==> src/rtl/mul_16x16_signed.sv <==
// Pipelined ASIZE x BSIZE multiplier with per-operand signedness, 3-cycle latency.
// Operands are split into low/high halves; four half-products are summed over two stages.
module mul_16x16_signed #(
  parameter  int ASIZE    = 16,
  parameter  int BSIZE    = 16,
  parameter  int A_SIGNED = 1,
  parameter  int B_SIGNED = 1,
  localparam int PSIZE    = ASIZE + BSIZE
) (
  input  logic             clk,
  input  logic             rst,
  input  logic             ce,
  input  logic [ASIZE-1:0] a,
  input  logic [BSIZE-1:0] b,
  output logic [PSIZE-1:0] p
);

  localparam int AL = ASIZE / 2;
  localparam int AH = ASIZE - AL;
  localparam int BL = BSIZE / 2;
  localparam int BH = BSIZE - BL;
  // Each half gets one extra bit so every partial is a plain signed multiply:
  // low halves are zero-extended, high halves carry the operand sign (or 0 if unsigned).
  localparam int KA = AH + 1;
  localparam int KB = BH + 1;
  localparam int KP = KA + KB;

  logic             a_sign, b_sign;
  logic [KA-1:0]    a_lo_x, a_hi_x;
  logic [KB-1:0]    b_lo_x, b_hi_x;

  logic [KP-1:0]    pp_ll_d, pp_ll_q;
  logic [KP-1:0]    pp_lh_d, pp_lh_q;
  logic [KP-1:0]    pp_hl_d, pp_hl_q;
  logic [KP-1:0]    pp_hh_d, pp_hh_q;
  logic [PSIZE-1:0] sum_lo_d, sum_lo_q;
  logic [PSIZE-1:0] sum_hi_d, sum_hi_q;
  logic [PSIZE-1:0] p_d, p_q;

  function automatic logic [KP-1:0] ext_a(input logic [KA-1:0] x);
    return {{KB{x[KA-1]}}, x};
  endfunction

  function automatic logic [KP-1:0] ext_b(input logic [KB-1:0] x);
    return {{KA{x[KB-1]}}, x};
  endfunction

  function automatic logic [PSIZE-1:0] ext_p(input logic [KP-1:0] x);
    return {{(PSIZE-KP){x[KP-1]}}, x};
  endfunction

  always_comb begin
    a_sign = (A_SIGNED != 0) && a[ASIZE-1];
    b_sign = (B_SIGNED != 0) && b[BSIZE-1];
    a_lo_x = {{(KA-AL){1'b0}}, a[AL-1:0]};
    a_hi_x = {a_sign, a[ASIZE-1:AL]};
    b_lo_x = {{(KB-BL){1'b0}}, b[BL-1:0]};
    b_hi_x = {b_sign, b[BSIZE-1:BL]};
  end

  always_comb begin
    pp_ll_d = pp_ll_q;
    pp_lh_d = pp_lh_q;
    pp_hl_d = pp_hl_q;
    pp_hh_d = pp_hh_q;
    if (ce) begin
      pp_ll_d = $signed(ext_a(a_lo_x)) * $signed(ext_b(b_lo_x));
      pp_lh_d = $signed(ext_a(a_lo_x)) * $signed(ext_b(b_hi_x));
      pp_hl_d = $signed(ext_a(a_hi_x)) * $signed(ext_b(b_lo_x));
      pp_hh_d = $signed(ext_a(a_hi_x)) * $signed(ext_b(b_hi_x));
    end
  end

  // Partials are weighted by their half offsets; modular PSIZE arithmetic gives the exact product.
  always_comb begin
    sum_lo_d = sum_lo_q;
    sum_hi_d = sum_hi_q;
    p_d      = p_q;
    if (ce) begin
      sum_lo_d = ext_p(pp_ll_q) + (ext_p(pp_lh_q) << BL);
      sum_hi_d = (ext_p(pp_hl_q) << AL) + (ext_p(pp_hh_q) << (AL + BL));
      p_d      = sum_lo_q + sum_hi_q;
    end
  end

  always_ff @(posedge clk or posedge rst) begin
    if (rst) begin
      pp_ll_q  <= '0;
      pp_lh_q  <= '0;
      pp_hl_q  <= '0;
      pp_hh_q  <= '0;
      sum_lo_q <= '0;
      sum_hi_q <= '0;
      p_q      <= '0;
    end else begin
      pp_ll_q  <= pp_ll_d;
      pp_lh_q  <= pp_lh_d;
      pp_hl_q  <= pp_hl_d;
      pp_hh_q  <= pp_hh_d;
      sum_lo_q <= sum_lo_d;
      sum_hi_q <= sum_hi_d;
      p_q      <= p_d;
    end
  end

  assign p = p_q;

endmodule

==> config.mk <==
export PLATFORM = sky130hd
export DESIGN_NAME = mul_16x16_signed
export DESIGN_NICKNAME = d
export VERILOG_FILES = /design/src/rtl/mul_16x16_signed.sv
export SDC_FILE = /design/constraint.sdc
export NUM_CORES = 1
export LEC_CHECK = 0
export CAP_MARGIN = 10
export CORE_ASPECT_RATIO = 0.6
export CORE_UTILIZATION = 65
export CTS_CLUSTER_SIZE = 16
export DETAILED_ROUTE_END_ITERATION = 8
export PLACE_DENSITY = 0.85
export SLEW_MARGIN = 20
export SYNTH_ARGS = -nofsm -noshare
export SYNTH_HDL_FRONTEND = slang
export SYNTH_SLANG_ARGS = --single-unit
==> constraint.sdc <==
create_clock -name clk -period 11.7 [get_ports clk]
set_clock_uncertainty 0.15 [all_clocks]
set_input_delay 2.925 -clock clk [delete_from_list [all_inputs] [get_ports clk]]
set_output_delay 2.925 -clock clk [all_outputs]
set_load 0.005 [all_outputs]
Word level (Yosys, flattened, before mapping)
Index checks and enable logic that the tools add are counted.
{ "totals": {"ff_bits": 163, "latchBits": 0, "ram_bits": 0, "romBits": 0, "in_bits": 35, "out_inout_bits": 32, "wordCells": 14, "n_memories": 0} }
{ "op_classes": {"n_addsub": 3, "mul": 4, "div_mod_pow": 0, "order_cmp": 0, "eq_ne": 0, "shifts": 0, "n_mux": 0, "bitwise": 0, "reduce_logical": 0} }
{ "ops": {"columns": ["cell", "n"], "rows": [
  ["$add A32 B32 Y32", 2],
  ["$mul A8 B8 Y16", 2],
  ["$add A17 B25 Y26", 1],
  ["$mul A8 B9 Y17", 1],
  ["$mul A9 B8 Y17", 1]
]} }

Longest topological paths before layout
{ "logic_depth": {"ltp_word": 1, "ltp_mapped": 19, "depth_no_buf": 18} }

Worst setup path after synthesis
No wires, ideal clock.
{ "synth_path": {"path_kind": "in2reg", "start": "in a[15]", "end": "reg pp_hl_q[15]", "setup_time_ps": 125, "arrival_time_ps": 7121, "t_required_ps": 11425, "path_slack_ps": 4305, "cell_stages": 16, "cell_sequence": "clkbuf_1 clkinv_1 nor2_1 fa_1 fa_1 fa_1 inv_1 fa_1 inv_1 ha_1 a21o_1 a31o_2 a41oi_1 a21oi_1 xor2_1 mux2_2"} }
{ "synth_via": {"elab_chain_cells": 1} }
{ "synth_rtl": {"columns": ["item", "line_no", "source"], "rows": [
  ["start, declared", "13", "input logic [ASIZE-1:0] a,"],
  ["$mul A8 B9 Y17", "69", "pp_hl_d = $signed(ext_a(a_hi_x)) * $signed(ext_b(b_lo_x));"],
  ["end signal, assigned", "98", "pp_hl_q <= pp_hl_d;"],
  ["end, declared", "34", "logic [KP-1:0] pp_hl_d, pp_hl_q;"]
]} }
No other way between the ends.
A chain may end at the register's enable or synchronous reset.

Worst setup path after layout
{ "layout_path": {"start": "in a[12]", "end": "reg pp_hh_q[14]"} }
{ "layout_via": {"elab_chain_cells": 1} }
{ "layout_rtl": {"columns": ["item", "line_no", "source"], "rows": [
  ["$mul A8 B8 Y16", "70", "pp_hh_d = $signed(ext_a(a_hi_x)) * $signed(ext_b(b_hi_x));"],
  ["end signal, assigned", "99", "pp_hh_q <= pp_hh_d;"],
  ["end, declared", "35", "logic [KP-1:0] pp_hh_d, pp_hh_q;"]
]} }
No other way between the ends.

==> metrics.yaml <==
route:
  wl_per_cell_um: 17.23
  route.detailed.vias_per_inst: 5.778
  dr_total_vias: 12090
  drt_iter0_markers: 772
  dr.pass1.iters: 8
  routed_wl_mm: 36.05
  drc: 0
  postRouteAntennaNets: 0
clock_network:
  cts_setup_buffers: 0
  cts_resized: 0
  clockRootBuffer: "clkbuf_16"
  clkSinkCount: 148
  clk_path_buf_depth: 2
  hold_buffers: 0
  cts_tree: "built"
  clk_pin_slew_ns: 0.07
  h-tree-depth: 4
  numCtsBuffers: 17
  clk_latency_ns: 0.44
status:
  status: "complete, no violations"
timing:
  fmax_ghz: 0.1265
  worstMarginPinSlew_ns: 1.008
  finalSetupViolCount: 0
  fin_crit_ns: 7.904
  fin_crit_sh_pct: 67.56
  rsz0062_at_grt: "no"
  tns_ns: 0
  hold_viol_final: 0
  maxSlewHeadroom_pct: 32.77
  slew_violations: 0
die:
  fp.dieW_um: 208.1
  io-pin-count: 67
  start_util_pct: 67.35
  num_rows: 44
  dieArea_um2: 26160
  core_area_um2: 24610
  die_h_um: 125.7
pwr:
  p_comb_share_pct: 64.9
  ir_worst_vdd_uv: 197.5
  power_density_nw_per_um2: 229.4
  p_sw_mw: 1.817
  switching_share_pct: 43.80
  leakagePower_nw: 8.924
  p_clk_share_pct: 13.3
  p_int_mw: 2.331
  seqPwrFrac_pct: 21.7
finish:
  regArea_um2: 3704
  finish.utilization_pct: 73.49
  multi_input_area_um2: 11590
  num-fill-cells: 1731
  nets: 2157
  syn2layout_area_growth_pct: 9.119
  diodes: 0
  layout-drive-gt1-share_pct: 8.644
logic_synthesis:
  synth_common_cells: "inv_1, ha_1, and2_1"
  yosysMostFrequentCell: "inv_1"
  synth_top_cell_by_area: "dfrtp_1"
  synth_top_cell_area_share_pct: 22.35
  syn_area_um2: 16570
  yosys-top-cells-area: "dfrtp_1, fa_1, ha_1"
  synthFlopType: "dfrtp_1"
  yosysSeqAreaShare_pct: 22.35
  avgSynthCellArea_um2: 9.608
  synthArstFlopShare_pct: 100.0
  ys_warn_count: 0
  synth_cells: 1725
  synth_nets: 2125
  synth_edf_count: 0
  synth_seq_cells: 148
  synthDistinctLibCells: 61
global_routing:
  track_usage_pct: 30.05
  busiest_layer: "met2"
  use_met2_pct: 49.17
  grt_pass1_wl_mm: 63.17
  grt_max_degree: 116
  gr-total-overflow: 0
  grt_pass1_vias: 13050
  gr-usage-met1_pct: 41.09
  grt_util_met3_pct: 5.536
  antenna_found_initial: 0
critical_path:
  path_max_fanout: 16
  critPathKind: "in -> reg"
  cp.required_ns: 11.87
  path_cells: "clkdlybuf4s50_1 > and2_1 > fa_1 > inv_1 > fa_1 > inv_1 > fa_1 > inv_1 > fa_1 > inv_1 > ha_1 > o21ai_0 > a21boi_0 > o21ai_0 > a21boi_0 > o211ai_1 > a2111o_1 > o311ai_0"
  endpoint_kind: "flop"
  cp_data_arrival_time_ns: 8.08
  crit_slowest_cell: "clkdlybuf4s50_1"
  cp_slowest_stage_delay_ns: 0.77
  start_kind: "primary input"
placement:
  gp_congestion: 0.8765
  portBuffers: 66
  dp_hpwl_mm: 27.58
hold_path:
  hp-class: "reg -> reg"
run:
  drv_cap: 0
power by group through the flow:
stage	sequential (mW)	clock, mW	combinational, mW
after detailed placement	0.907	0	2.65
after global placement	0.898	0	2.54
final	0.901	0.554	2.69
after global routing	0.927	0.585	3.03
after floorplan	0.863	0	2.03
after CTS	0.899	0.561	2.69
final cells by class:
class	count	share of cell area, %
clock buffers	17	2.352
clock inverters	15	1.003
inverters	283	5.901
multi-input cells	1237	64.10
flip-flops and latches	148	20.48
well taps	322	2.228
repair buffers	70	3.937
per-layer routing:
layer,vias up,wire (um)
met2,324,16930
met1,6034,16200
met3,57,2074
met4,0,848
li1,5672,-
met5,-,0
layout by cell type, fill, tap and decap left out, types with 4 or more instances in the layout:
cell	count
clkinv_8	4
dfrtp_1	148
o21a_1	9
mux2_2	98
inv_1	281
nor2b_1	9
and2_1	179
clkbuf_16	17
clkdlybuf4s50_1	65
nand2b_1	13
nor2_1	64
nor3_1	26
a21boi_0	5
o311ai_0	4
nand4b_1	4
o21ai_0	49
ha_1	197
nand2_1	112
xnor2_1	65
nor3b_1	4
a31oi_1	10
inv_8	8
a221oi_1	6
a31o_2	6
o211ai_1	8
nand3_1	25
xor2_1	16
fa_1	168
a21o_1	33
or3_1	8
and3_1	7
a21oi_1	64
o31ai_1	5
critical path, delay by kind of cell:
family | cells | cell delay, ns
buffers and inverters | 5 | 0.97
AO/OA/AOI/OAI | 7 | 1.50
AND/OR/NAND/NOR | 1 | 0.37
adder cells (fa/ha/maj) | 5 | 2.30
logic make-up after synthesis:
kind of cell / after synthesis / synth area share [%]
XOR/XNOR: 81 / 4.281
buffers and inverters: 340 / 7.708
adder cells (fa/ha/maj): 365 / 35.17
AO/OA/AOI/OAI: 228 / 9.060
multiplexers: 102 / 6.930
flip-flops: 148 / 22.35
AND/OR/NAND/NOR: 461 / 14.51
path summary, 6_finish.rpt:
check | start | endpoint | slack [ns] | cells after the start
max | a[12] | pp_hh_q[14] | 3.80 | 18
min | p[12] | p[12] | 0.34 | 1
max reg2reg | sum_lo_q[9] | p[29] | 8.66 | 9
min reg2reg | p[12] | p[12] | 0.34 | 1
max in group asynchronous | rst | pp_hh_q[12] | 7.45 | 4
min in group asynchronous | rst | p[10] | 2.80 | 2
stage by stage:
stage          total power, mW  hold WS (ns)  cell area, um2  cells  worst slack (ns)
3_5_place_dp             3.552        0.3261           17450   2059             3.433
4_1_cts                  4.149        0.3409           18060   2091             3.872
3_3_place_gp             3.435        0.3183           17450   2059             3.532
2_1_floorplan            2.897        0.2976           16570   1725             4.305
5_1_grt                  4.546        0.3588           18080   2092             3.507
6_report                 4.149        0.3380           18080   2092             3.796
registers in the layout (all words and copies together), names as in the netlist:
signal and cells:
sum_hi_q 24, pp_lh_q 17, pp_ll_q 16, p 32, pp_hh_q 16, pp_hl_q 17
sum_lo_q 26
Power figures use the tool's default switching activity.
